===== src/rtl/hazard_pkg.sv =====
`default_nettype none
// ============================================================================
// Module   : hazard_pkg
// Brief    : Shared forward-select encodings and scoreboard state type
// Revision : 1.0
// ============================================================================
package hazard_pkg;

   localparam logic [1:0] FWD_REG = 2'b00;
   localparam logic [1:0] FWD_WB  = 2'b01;
   localparam logic [1:0] FWD_MEM = 2'b10;

   typedef enum logic [1:0] {
      SB_IDLE  = 2'd0,
      SB_COUNT = 2'd1,
      SB_READY = 2'd2
   } sb_state_e;

endpackage
`default_nettype wire


===== src/rtl/hazard_ctrl_unit_scoreboard.sv =====
`default_nettype none
// ============================================================================
// Module   : mc_scoreboard
// Brief    : Tracks the one in-flight multi-cycle op and arbitrates its writeback
// Revision : 1.0
// ============================================================================
module mc_scoreboard
   import hazard_pkg::*;
#(
   parameter int REG_ADDR_W = 5,
   parameter int MC_LAT     = 4
) (
   input  logic                  clk,
   input  logic                  rst_n,
   input  logic                  mc_opE,
   input  logic                  pcsrcE,
   input  logic [REG_ADDR_W-1:0] rdE,
   input  logic                  regwriteW,
   output logic                  mc_busy,
   output logic                  mc_wb,
   output logic [REG_ADDR_W-1:0] mc_rd
);

   localparam int              CNT_W    = $clog2(MC_LAT + 1);
   localparam logic [CNT_W-1:0] CNT_INIT = CNT_W'(MC_LAT - 1);
   localparam logic [CNT_W-1:0] CNT_ONE  = CNT_W'(1);

   sb_state_e              state_q, state_d;
   logic [CNT_W-1:0]       cnt_q, cnt_d;
   logic [REG_ADDR_W-1:0]  pend_rd_q, pend_rd_d;

   always_ff @(posedge clk or negedge rst_n) begin
      if (!rst_n) begin
         state_q   <= SB_IDLE;
         cnt_q     <= '0;
         pend_rd_q <= '0;
      end else begin
         state_q   <= state_d;
         cnt_q     <= cnt_d;
         pend_rd_q <= pend_rd_d;
      end
   end

   always_comb begin
      state_d   = state_q;
      cnt_d     = cnt_q;
      pend_rd_d = pend_rd_q;
      mc_wb     = 1'b0;
      case (state_q)
         SB_IDLE: begin
            // A multi-cycle op on a flushed wrong path must never claim the unit
            if (mc_opE && !pcsrcE) begin
               pend_rd_d = rdE;
               if (MC_LAT == 1) begin
                  state_d = SB_READY;
                  cnt_d   = '0;
               end else begin
                  state_d = SB_COUNT;
                  cnt_d   = CNT_INIT;
               end
            end
         end
         SB_COUNT: begin
            if (cnt_q <= CNT_ONE) begin
               state_d = SB_READY;
               cnt_d   = '0;
            end else begin
               cnt_d = cnt_q - CNT_ONE;
            end
         end
         SB_READY: begin
            // Normal writeback keeps the port; the multi-cycle result waits
            if (!regwriteW) begin
               mc_wb     = 1'b1;
               state_d   = SB_IDLE;
               pend_rd_d = '0;
            end
         end
         default: begin
            state_d   = SB_IDLE;
            cnt_d     = '0;
            pend_rd_d = '0;
         end
      endcase
   end

   assign mc_busy = (state_q != SB_IDLE);
   assign mc_rd   = pend_rd_q;

endmodule
`default_nettype wire


===== src/rtl/hazard_ctrl_unit.sv =====
`default_nettype none
// ============================================================================
// Module   : hazard_ctrl_unit
// Brief    : Forwarding, stall/flush and multi-cycle interlock control
// Revision : 1.0
// ============================================================================
module hazard_ctrl_unit
   import hazard_pkg::*;
#(
   parameter int REG_ADDR_W = 5,
   parameter int MC_LAT     = 4
) (
   input  logic                  clk,
   input  logic                  rst_n,
   input  logic [REG_ADDR_W-1:0] rs1D,
   input  logic [REG_ADDR_W-1:0] rs2D,
   input  logic [REG_ADDR_W-1:0] rdD,
   input  logic                  regwriteD,
   input  logic                  mc_opD,
   input  logic [REG_ADDR_W-1:0] rs1E,
   input  logic [REG_ADDR_W-1:0] rs2E,
   input  logic [REG_ADDR_W-1:0] rdE,
   input  logic                  regwriteE,
   input  logic                  resultsrcE,
   input  logic                  mc_opE,
   input  logic [REG_ADDR_W-1:0] rdM,
   input  logic [REG_ADDR_W-1:0] rdW,
   input  logic                  regwriteM,
   input  logic                  regwriteW,
   input  logic                  pcsrcE,
   output logic                  stallF,
   output logic                  stallD,
   output logic                  flushD,
   output logic                  flushE,
   output logic [1:0]            forwardA_selE,
   output logic [1:0]            forwardB_selE,
   output logic                  mc_wb,
   output logic [REG_ADDR_W-1:0] mc_rd,
   output logic                  mc_busy
);

   logic w_fwd_m_ok, w_fwd_w_ok;
   logic w_lu, w_mr, w_ww, w_st, w_stall;
   logic w_pend_busy, w_pend_exe;

   mc_scoreboard #(
      .REG_ADDR_W (REG_ADDR_W),
      .MC_LAT     (MC_LAT)
   ) u_scoreboard (
      .clk       (clk),
      .rst_n     (rst_n),
      .mc_opE    (mc_opE),
      .pcsrcE    (pcsrcE),
      .rdE       (rdE),
      .regwriteW (regwriteW),
      .mc_busy   (mc_busy),
      .mc_wb     (mc_wb),
      .mc_rd     (mc_rd)
   );

   assign w_fwd_m_ok = regwriteM && (rdM != '0);
   assign w_fwd_w_ok = regwriteW && (rdW != '0);

   always_comb begin
      forwardA_selE = FWD_REG;
      forwardB_selE = FWD_REG;
      if (w_fwd_m_ok && (rdM == rs1E))      forwardA_selE = FWD_MEM;
      else if (w_fwd_w_ok && (rdW == rs1E)) forwardA_selE = FWD_WB;
      if (w_fwd_m_ok && (rdM == rs2E))      forwardB_selE = FWD_MEM;
      else if (w_fwd_w_ok && (rdW == rs2E)) forwardB_selE = FWD_WB;
   end

   assign w_lu = resultsrcE && regwriteE && (rdE != '0) && ((rdE == rs1D) || (rdE == rs2D));

   // The op still in Execute is pending one cycle before the scoreboard captures it
   assign w_pend_busy = mc_busy && (mc_rd != '0) && ((mc_rd == rs1D) || (mc_rd == rs2D));
   assign w_pend_exe  = mc_opE && (rdE != '0) && ((rdE == rs1D) || (rdE == rs2D));
   assign w_mr        = w_pend_busy || w_pend_exe;

   assign w_ww    = regwriteD && mc_busy && (rdD == mc_rd) && (mc_rd != '0);
   assign w_st    = mc_opD && (mc_busy || mc_opE);
   assign w_stall = (w_lu || w_mr || w_ww || w_st) && !pcsrcE;

   assign stallF = w_stall;
   assign stallD = w_stall;
   assign flushD = pcsrcE;
   assign flushE = w_stall || pcsrcE;

endmodule
`default_nettype wire


===== config.mk =====
export PLATFORM = sky130hd
export DESIGN_NAME = hazard_ctrl_unit
export DESIGN_NICKNAME = d
export VERILOG_FILES = /design/src/rtl/hazard_pkg.sv /design/src/rtl/hazard_ctrl_unit_scoreboard.sv /design/src/rtl/hazard_ctrl_unit.sv
export SDC_FILE = /design/constraint.sdc
export NUM_CORES = 1
export LEC_CHECK = 0
export CAP_MARGIN = 40
export CORE_MARGIN = 8
export CORE_UTILIZATION = 34
export DETAILED_ROUTE_END_ITERATION = 7
export PLACE_DENSITY = 0.74
export SLEW_MARGIN = 20
export SYNTH_ARGS = -nofsm -noshare
export SYNTH_HDL_FRONTEND = slang
export SYNTH_SLANG_ARGS = --single-unit
export TNS_END_PERCENT = 20

===== constraint.sdc =====
create_clock -name clk -period 1.8 [get_ports clk]
set_input_delay 0.36 -clock clk [delete_from_list [all_inputs] [get_ports clk]]
set_output_delay 0.36 -clock clk [all_outputs]
set_load 0.02 [all_outputs]

== Word level (Yosys, flattened, before mapping) ==
Index checks and enable logic that the tools add are counted.

* Logic and storage cells: 74
* Register bits after elaboration: 10
* Bits of input ports: 50
* Output and inout port bits: 15

* Equality and inequality tests: 14
* Bitwise gates (word level): 2
* Multiplexer cells: 16
* Add/subtract/negate cells: 1
* Reduce and logical (&&, ||, !) cells: 37
* $lt $le $gt $ge: 1

{| class="wikitable"
|+ Operator list
! cell !! count
|-
| equality test 5 bit || 9
|-
| nonzero test 5 bit || 4
|-
| logical AND 1 bit || 19
|-
| case mux 5 bit (3 select lines) || 1
|-
| two-way mux 2 bit || 5
|-
| two-way mux 5 bit || 2
|-
| case mux 3 bit (3 select lines) || 1
|-
| logical OR 1 bit || 8
|-
| two-way mux 3 bit || 2
|-
| case mux 2 bit (3 select lines) || 1
|-
| AND reduction 3 bit || 2
|-
| two-way mux 1 bit || 4
|-
| inequality test 2 x 1 -> 1 bit, second input constant || 2
|-
| less-or-equal comparator 3 x 1 -> 1 bit, second input constant || 1
|-
| subtractor 3 x 1 -> 3 bit, second input constant || 1
|-
| equality test 2 x 1 -> 1 bit, second input constant || 1
|-
| equality test 2 bit, second input constant || 1
|-
| logical NOT 2 bit || 1
|-
| inequality test 2 bit, second input constant || 1
|-
| inverter 1 bit || 2
|-
| AND reduction 2 bit || 1
|-
| nonzero test 2 bit || 1
|-
| logical NOT 1 bit || 1
|}

== Logic depth before layout (Yosys ltp) ==
Gate-level depths: netlist of run 1.

* Word-level depth: 9
* Mapped depth: 7
* Gate-level depth less buffers: 7

== By module ==
A second synthesis of run 1 with hierarchy kept.

* Cell total of the unflattened synthesis: 122
* Area total of the unflattened synthesis: 1121.1 µm²

{| class="wikitable"
|+ Modules (own cells, without submodules)
! module !! instances !! cells each !! seq. area each (µm²) !! area each (µm²)
|-
| hazard_ctrl_unit || 1 || 80 || 0.0 || 616.8
|-
| mc_scoreboard || 1 || 42 || 250.2 || 504.2
|}

== Worst setup path before layout of run 1 ==
No wires, ideal clock.

* Path kind: register to output
* Start point: register u_scoreboard.pend_rd_q[1] (netlist: u_scoreboard.mc_rd[1])
* End point: output port stallF
* Arrival time: 1.898 ns
* Path buffers: 1
* Required time: 1.440 ns
* Slack: -0.458 ns
* Cell stages (with the launch flop): 7
* Path through: dfrtp_1 xor2_1 nor4_1 nand3_1 a31o_2 a31oi_1 buf_4

* Word-level cells in the longest chain between the ends: 8
* Elaborated cells on any way between the ends: 14
* Classes of those cells: eq/ne (3); reduce/logical (11)

{| class="wikitable"
|+ RTL lines
! item !! line !! text
|-
| from (decl) || hazard_ctrl_unit_scoreboard.sv:30 || <nowiki>logic [REG_ADDR_W-1:0] pend_rd_q, pend_rd_d;</nowiki>
|-
| from (signal assigned) || hazard_ctrl_unit_scoreboard.sv:40 || <nowiki>pend_rd_q <= pend_rd_d;</nowiki>
|-
| equality test 5 bit / nonzero test 5 bit (equally long branches) || hazard_ctrl_unit.sv:76, hazard_ctrl_unit.sv:80 ||
|-
| logical OR 1 bit / logical AND 1 bit (equally long branches) || hazard_ctrl_unit.sv:76 || <nowiki>assign w_pend_busy = mc_busy && (mc_rd != '0) && ((mc_rd == rs1D) || (mc_rd == rs2D));</nowiki>
|-
| logical AND 1 bit || hazard_ctrl_unit.sv:76 ||
|-
| logical OR 1 bit || hazard_ctrl_unit.sv:78 || <nowiki>assign w_mr = w_pend_busy || w_pend_exe;</nowiki>
|-
| logical OR 1 bit || hazard_ctrl_unit.sv:82 || <nowiki>assign w_stall = (w_lu || w_mr || w_ww || w_st) && !pcsrcE;</nowiki>
|-
| logical OR 1 bit (*) (2 in series) || hazard_ctrl_unit.sv:82 ||
|-
| logical AND 1 bit (*) || hazard_ctrl_unit.sv:82 ||
|-
| to (decl) || hazard_ctrl_unit.sv:31 || <nowiki>output logic stallF,</nowiki>
|}

Every way passes the cells marked *; elsewhere a longest branch is shown, timed or not.

== Worst setup path in the final report of run 1 ==
* Start point: register u_scoreboard.pend_rd_q[0] (netlist: u_scoreboard.mc_rd[0])
* End point: output port stallF

Same word-level chain as after synthesis.

==> results of run 1 <==
[through the flow]
stage | setup TNS, ns | power, mW
5_1_grt | -2.38 | 2.21
4_1_cts | -2.03 | 1.99
3_5_place_dp | -7.62 | 1.81
6_report | -1.95 | 2.08
3_3_place_gp | -7.40 | 1.75
2_1_floorplan | -0.606 | 1.10
[cell families after synthesis]
group	Yosys count
flip-flops	10
AO/OA/AOI/OAI	23
adder cells (fa/ha/maj)	2
XOR/XNOR	45
AND/OR/NAND/NOR	37
buffers and inverters	5
[synth_stat cells (3+ instances only)]
master,count
a22o_1,6
xnor2_1,17
nor4_1,3
o21ai_0,7
nor3_1,5
nand3_1,7
a21oi_1,4
nor2b_1,3
xor2_1,28
or4_1,4
dfrtp_1,10
nor2_1,5
[cells in the final DEF (no fill, tap or decap), drive strengths merged]
master / instances
nor2b: 3
xor2: 28
or4: 5
buf: 53
dlygate4sd2: 21
a31oi: 1
or4b: 1
a211o: 1
inv: 2
nand2b: 2
nand2: 1
clkdlybuf4s15: 2
nand4b: 1
dfrtp: 10
o21ba: 1
nand3: 7
ha: 2
clkbuf: 8
or2: 1
a31o: 1
o21ai: 9
nor3: 5
clkdlybuf4s50: 22
nor2: 6
nor4: 5
xnor2: 17
a22o: 6
dlymetal6s2s: 4
a21oi: 4
[worst max-delay path by stage]
| stage | depth (start not counted) | end | slack, ns |
|---|---|---|---|
| 2_1_floorplan | 6 | stallF | -0.18 |
| 3_3_place_gp | 6 | forwardA_selE[0] | -1.05 |
| 3_5_place_dp | 6 | forwardA_selE[0] | -1.12 |
| 4_1_cts | 7 | stallD | -0.41 |
| 5_1_grt | 6 | stallF | -0.48 |
| 6_report | 6 | stallF | -0.40 |
[per-layer routing]
layer  routed length, um  GRT usage (%)  vias up  part of all wire (%)
met5                   0              0        -                     0
li1                    -              -      648                     -
met3                 128           1.52        6                   2.8
met2                2650           33.9       27                    58
met1                1750           18.5      646                    38
met4                  39           3.56        0                  0.85
[power by group through the flow]
stage	Sequential [mW]	Clock, mW	Combinational (mW)
final	0.491	0.207	1.38
after global routing	0.497	0.217	1.49
after CTS	0.480	0.208	1.30
after detailed placement	0.483	0	1.33
after global placement	0.473	0	1.28
after floorplan	0.542	0	0.557
[area by class of cell]
class / count / share of cell area (%)
multi-input combinational: 107 / 43.7
timing repair buffer: 106 / 40.5
sequential: 10 / 11.4
tap: 44 / 2.46
clock buffer: 4 / 1.62
inverter: 2 / 0.335
[worst max-delay path, cell delays in order, from the launching register on]
cell	delay, ns
dfrtp_2	0.46
xor2_2	0.18
nor4_2	0.26
nand3_1	0.12
a31o_4	0.25
a31oi_4	0.16
buf_6	0.14
[state kept, by name (all words and copies together), names as in the netlist]
name,flops
u_scoreboard.mc_rd,5
u_scoreboard.cnt_q,3
u_scoreboard.state_q,2
[what timing repair did]
item / 4_1_cts / 5_1_grt
pin swaps: 11 / 11
hold buffers: 0 / 0
setup endpoints to repair: 13 / 10
resized for setup: 104 / 23
setup buffers: 1 / 2
==> impl_results.md, run 1 <==
* Layout Cells excl Fill at around 270
* Hold Slack at 0.410 ns
* Post-synthesis adder-cell area fraction at 2.30%
* ANT cells at 0
* Initial antenna violation count at 0
* Sink Count at 10
* Failing checks: setup timing
* Area of the multi-input gates at ~980 um^2
* Main synth FF type: dfrtp_1
* FF+latch area at 255 um^2
* Root Buffer: clkbuf_4
* Yosys cell types at 30
* Pin count of the biggest net entering global routing at 11
* FF-to-FF Start: u_scoreboard.cnt_q[0]
* Fin. max-slew vios at 0
* Top-Level Pins at between 60 and 70
* Maximum vdd drop at 0.000764 V
* Pre-CTS WS at -1.12 ns
* Worst-path maximum fanout at 4
* Drt first pass iters at 4
* Pwr/cell area at between 900 and 1000 mW/mm^2
* Synth-to-layout area growth at 106%
* Clock Tree Buf Depth at 2
* Cell Int Power at 1.19 mW
* Largest cells by area after synthesis: dfrtp_1, xor2_1, xnor2_1
* Number of synthesized flops with an enable pin at 0
* Part of the power in registers at 23.7%
* Clock power frac at roughly a tenth
* Yosys Warn Count at 0
* Pin slew with the least headroom to its limit at between 0.4 and 0.5 ns
* Core outline area at approximately 0.003 mm^2
* Synthesized area per cell at about 8.9 um^2
* Sw power at around 890 uW
* Pleak at between 1 and 1.5 nW
* Die Height at slightly above 70 um
* TritonCTS clock tree: built
* Final setup viols at 6
* Hold crit path type: input pin to asynchronous set/reset pin
* Crit. Startpoint: u_scoreboard.mc_rd[0]
* Nets at 282
* H-tree depth at 1
* DRT iter0 DRCs at 34
* Slew headroom at between 60% and 70%
* Top cell type's share of synthesized area at between 20% and 30%
* Starting Density at 35.6%
* Clock slew at reported path FFs at approximately 0.08 ns
* R2R Setup Slk at between 0.1 and 0.15 ns
* Die X at a little over 70 um
* Critical Path RT at roughly 1.4 ns
* Via density at between 4 and 5
* Remaining antenna violation count at 0
* Cells after synthesis at 122
* Max_cap viols at 0
* DR vias at 1327
* Largest family of logic cells by synthesized area: XOR/XNOR gates
* Share of cells above drive strength 1 at approximately two fifths
* Wire length per cell at roughly 17 um
* Final Worst Setup Slack at -0.403 ns
* Mux share of post-synthesis cell area at 0%
* Startpoint types: flip-flop
* DP Area at 0.00207 mm^2
* Total CTS buffers at 3
* Reg2Reg Depth at 5
* Post-synthesis sequential area ratio at 23.0%
* Compound-Gate Fraction of Synth Area at 14.3%
* DRC at 0
* Row count at 20
* Unrepaired setup endpoints after global routing: yes
* IO buf count at 64
* Leading area contributor after synthesis: dfrtp_1
* Simple-gate share of the synthesized area at 21.7%
* Post-route cell area at approximately 0.0022 mm^2
* Asr flop ratio synth at 100%
* Fill cells at approximately 230
* Logic pwr share at between 60 and 70%
* Dpl cells at ~270
* DP HPWL at 3.71 mm
* Crit. End Element: output pin
* GRT Util Overall at around 17%
* Final core utilization at between 70% and 80%
* Die Area at between 0.005 and 0.006 mm^2
* Status: complete, but fails checks
* Final worst path period share at 122%
* Post-synthesis register bit count at 10
* Number of global-route vias before repair at between 1000 and 1500
* Skew final at ~0.007 ns
* Capturing point of the worst reg2reg path: u_scoreboard.cnt_q[2]
* Hold Fails Final Rpt at 0
* GPL Wtd Cong at just under 0.9
* Top achievable clock speed at roughly 450 MHz
* First-pass GRT wire length at 7.12 mm
* Critical Setup Path Class: flip-flop to output pin
* Post-Synth XOR/XNOR Area at about 36%
* Min Tclk post-route at between 2 and 2.5 ns
* Mapped Nets at roughly 170
* Critical path arrival at 1.84 ns
* Sw frac at 42.7%
* Total gr overflow at 0
* Post-Syn Area at approximately 0.0011 mm^2
* Routed wire length at 4.56 mm
* Skew-Pair Late Insertion Delay at between 0.2 and 0.3 ns
(Power assumes the default switching activity.)
==> run 2, diff against run 1 <==
- SKIP_LAST_GASP: unset -> 1
==> impl_results.md, run 2 (synthesis results as in run 1) <==
* Remaining antenna violation count at 0
* Synth-to-layout area growth at 101%
* Total CTS buffers at 3
* Capturing point of the worst reg2reg path: u_scoreboard.cnt_q[2]
* Pin slew with the least headroom to its limit at 0.482 ns
* Hold Slack at 0.411 ns
* Top-Level Pins at between 60 and 70
* Final setup viols at 12
* GPL Wtd Cong at between 0.8 and 0.9
* Crit. End Element: output pin
* H-tree depth at 1
* Setup_tns at -3.13 ns
* Critical Setup Path Class: input pin to output pin
* Critical Path RT at 1.44 ns
* Die X at roughly 73 um
* Initial antenna violation count at 0
* FF-to-FF Start: u_scoreboard.cnt_q[0]
* TritonCTS clock tree: built
* First-pass GRT wire length at roughly 7 mm
* Slew headroom at 67.8%
* Skew-Pair Late Insertion Delay at approximately 0.27 ns
* Startpoint types: input pin
* GRT Util Overall at between 15 and 20%
* DRC at 0
* Pin count of the biggest net entering global routing at 11
* DP HPWL at around 3.7 mm
* Skew final at 0.00666 ns
* Starting Density at between 30% and 40%
* Clock slew at reported path FFs at 0.08 ns
* Row count at 20
* Final worst path period share at 123%
* Die Area at between 0.005 and 0.006 mm^2
* Hold Fails Final Rpt at 0
* Most common cell after layout, fill and taps aside: buf_4
* Routed wire length at 4.38 mm
* Most frequent cells in the layout: buf_4, clkdlybuf4s50_1, xor2_1, xnor2_1, dlygate4sd2_1
* Worst-path maximum fanout at 2
* Nets at 280
* Area of the multi-input gates at 911 um^2
* Top delay family on crit path: buffers and inverters
* Final core utilization at 71.6%
* Fin. max-slew vios at 0
* Sink Count at 10
* Final Worst Setup Slack at -0.406 ns
* IO buf count at 64
* Root Buffer: clkbuf_4
* Cell-by-cell trace of the critical path: clkdlybuf4s50_1, xor2_1, nor3_1, nand3_1, a31o_2, a31oi_4, buf_6
* CTS Hold Buffers Added at 0
* Largest register FFs at 5
* Hold crit path type: input pin to asynchronous set/reset pin
* Clock Tree Buf Depth at 2
* Worst path max stage delay at 0.44 ns
* Drt first pass iters at 4
* Max_cap viols at 0
* Status: complete, but fails checks
* R2R Setup Slk at 0.14 ns
* Maximum vdd drop at roughly 0.00081 V
* Total gr overflow at 0
* Share of cells above drive strength 1 at roughly a third
* Fill cells at between 200 and 250
* Slowest CP cell: clkdlybuf4s50_1
* DRT iter0 DRCs at 29
* Min Tclk post-route at 2.21 ns
* Critical path arrival at 1.85 ns
* Pleak at roughly 0.97 nW
* Pwr/cell area at 933 mW/mm^2
* Top achievable clock speed at between 400 and 500 MHz
* Worst path bufs/invs at 2
* Die Height at between 70 and 80 um
* FF+latch area at 255 um^2
* DR vias at between 1000 and 1500
* Wire length per cell at between 15 and 20 um
* Reg2Reg Depth at 5
* ANT cells at 0
* Core outline area at roughly 0.003 mm^2
* Number of global-route vias before repair at between 1000 and 1500
* Failing checks: setup timing
* Via density at just under 5
* Total chip power at between 2 and 2.5 mW
* Unrepaired setup endpoints after global routing: yes
-- run 2: cell types whose count changed in the layout (fill, tap and decap cells not counted), sizes merged --
cell	previous run	this run
clkbuf	8	4
dlygate4sd2	21	13
clkdlybuf4s50	22	36
buf	53	50
clkdlybuf4s15	2	1
-- run 2: final cells by class --
| cell class | count | area share (%) |
|---|---|---|
| Clock buffer | 4 | 1.66 |
| Inverter | 2 | 0.344 |
| Multi-Input combinational cell | 107 | 41.7 |
| Sequential cell | 10 | 11.7 |
| Tap cell | 44 | 2.52 |
| Timing Repair Buffer | 104 | 42.1 |
-- run 2: worst max path at each step --
stage,depth (start not counted),slack [ns],end,from
finish,7,-0.41,stallF,rs1D[1]
global route,5,-0.50,flushE,u_scoreboard.mc_rd[0]
CTS,7,-0.44,stallD,rs1D[1]
detailed placement,6,-1.12,forwardA_selE[0],rdW[1]
global placement,6,-1.05,forwardA_selE[0],rdW[1]
floorplan,6,-0.18,stallF,u_scoreboard.mc_rd[1]
-- run 2: routing by layer --
layer,GRT usage (%),vias to the layer above,routed length [um]
li1,-,646,-
met1,17.8,630,1610
met3,1.65,7,174
met4,4.44,0,67
met5,0,-,0
met2,33.7,30,2530
-- run 2: repair_timing --
action,in CTS,in global routing
pin swaps,9,7
gates cloned,0,0
gates resized for setup,80,8
setup buffers,1,0
endpoints found under the setup margin,13,14
-- run 2: power by group --
group          switching, mW  leakage [nW]  internal (mW)  total [mW]
Sequential             0.145         0.124          0.339       0.483
Combinational          0.614         0.827          0.733        1.35
Clock                 0.0854        0.0210          0.123       0.208
Total                  0.844         0.971           1.19        2.04
-- run 2: through the flow --
stage | cells | worst slack (ns) | area, um^2
2_1_floorplan | 122 | -0.184 | 1100
3_3_place_gp | 266 | -1.05 | 2070
3_5_place_dp | 266 | -1.12 | 2070
4_1_cts | 271 | -0.443 | 2150
5_1_grt | 271 | -0.496 | 2180
6_report | 271 | -0.406 | 2180
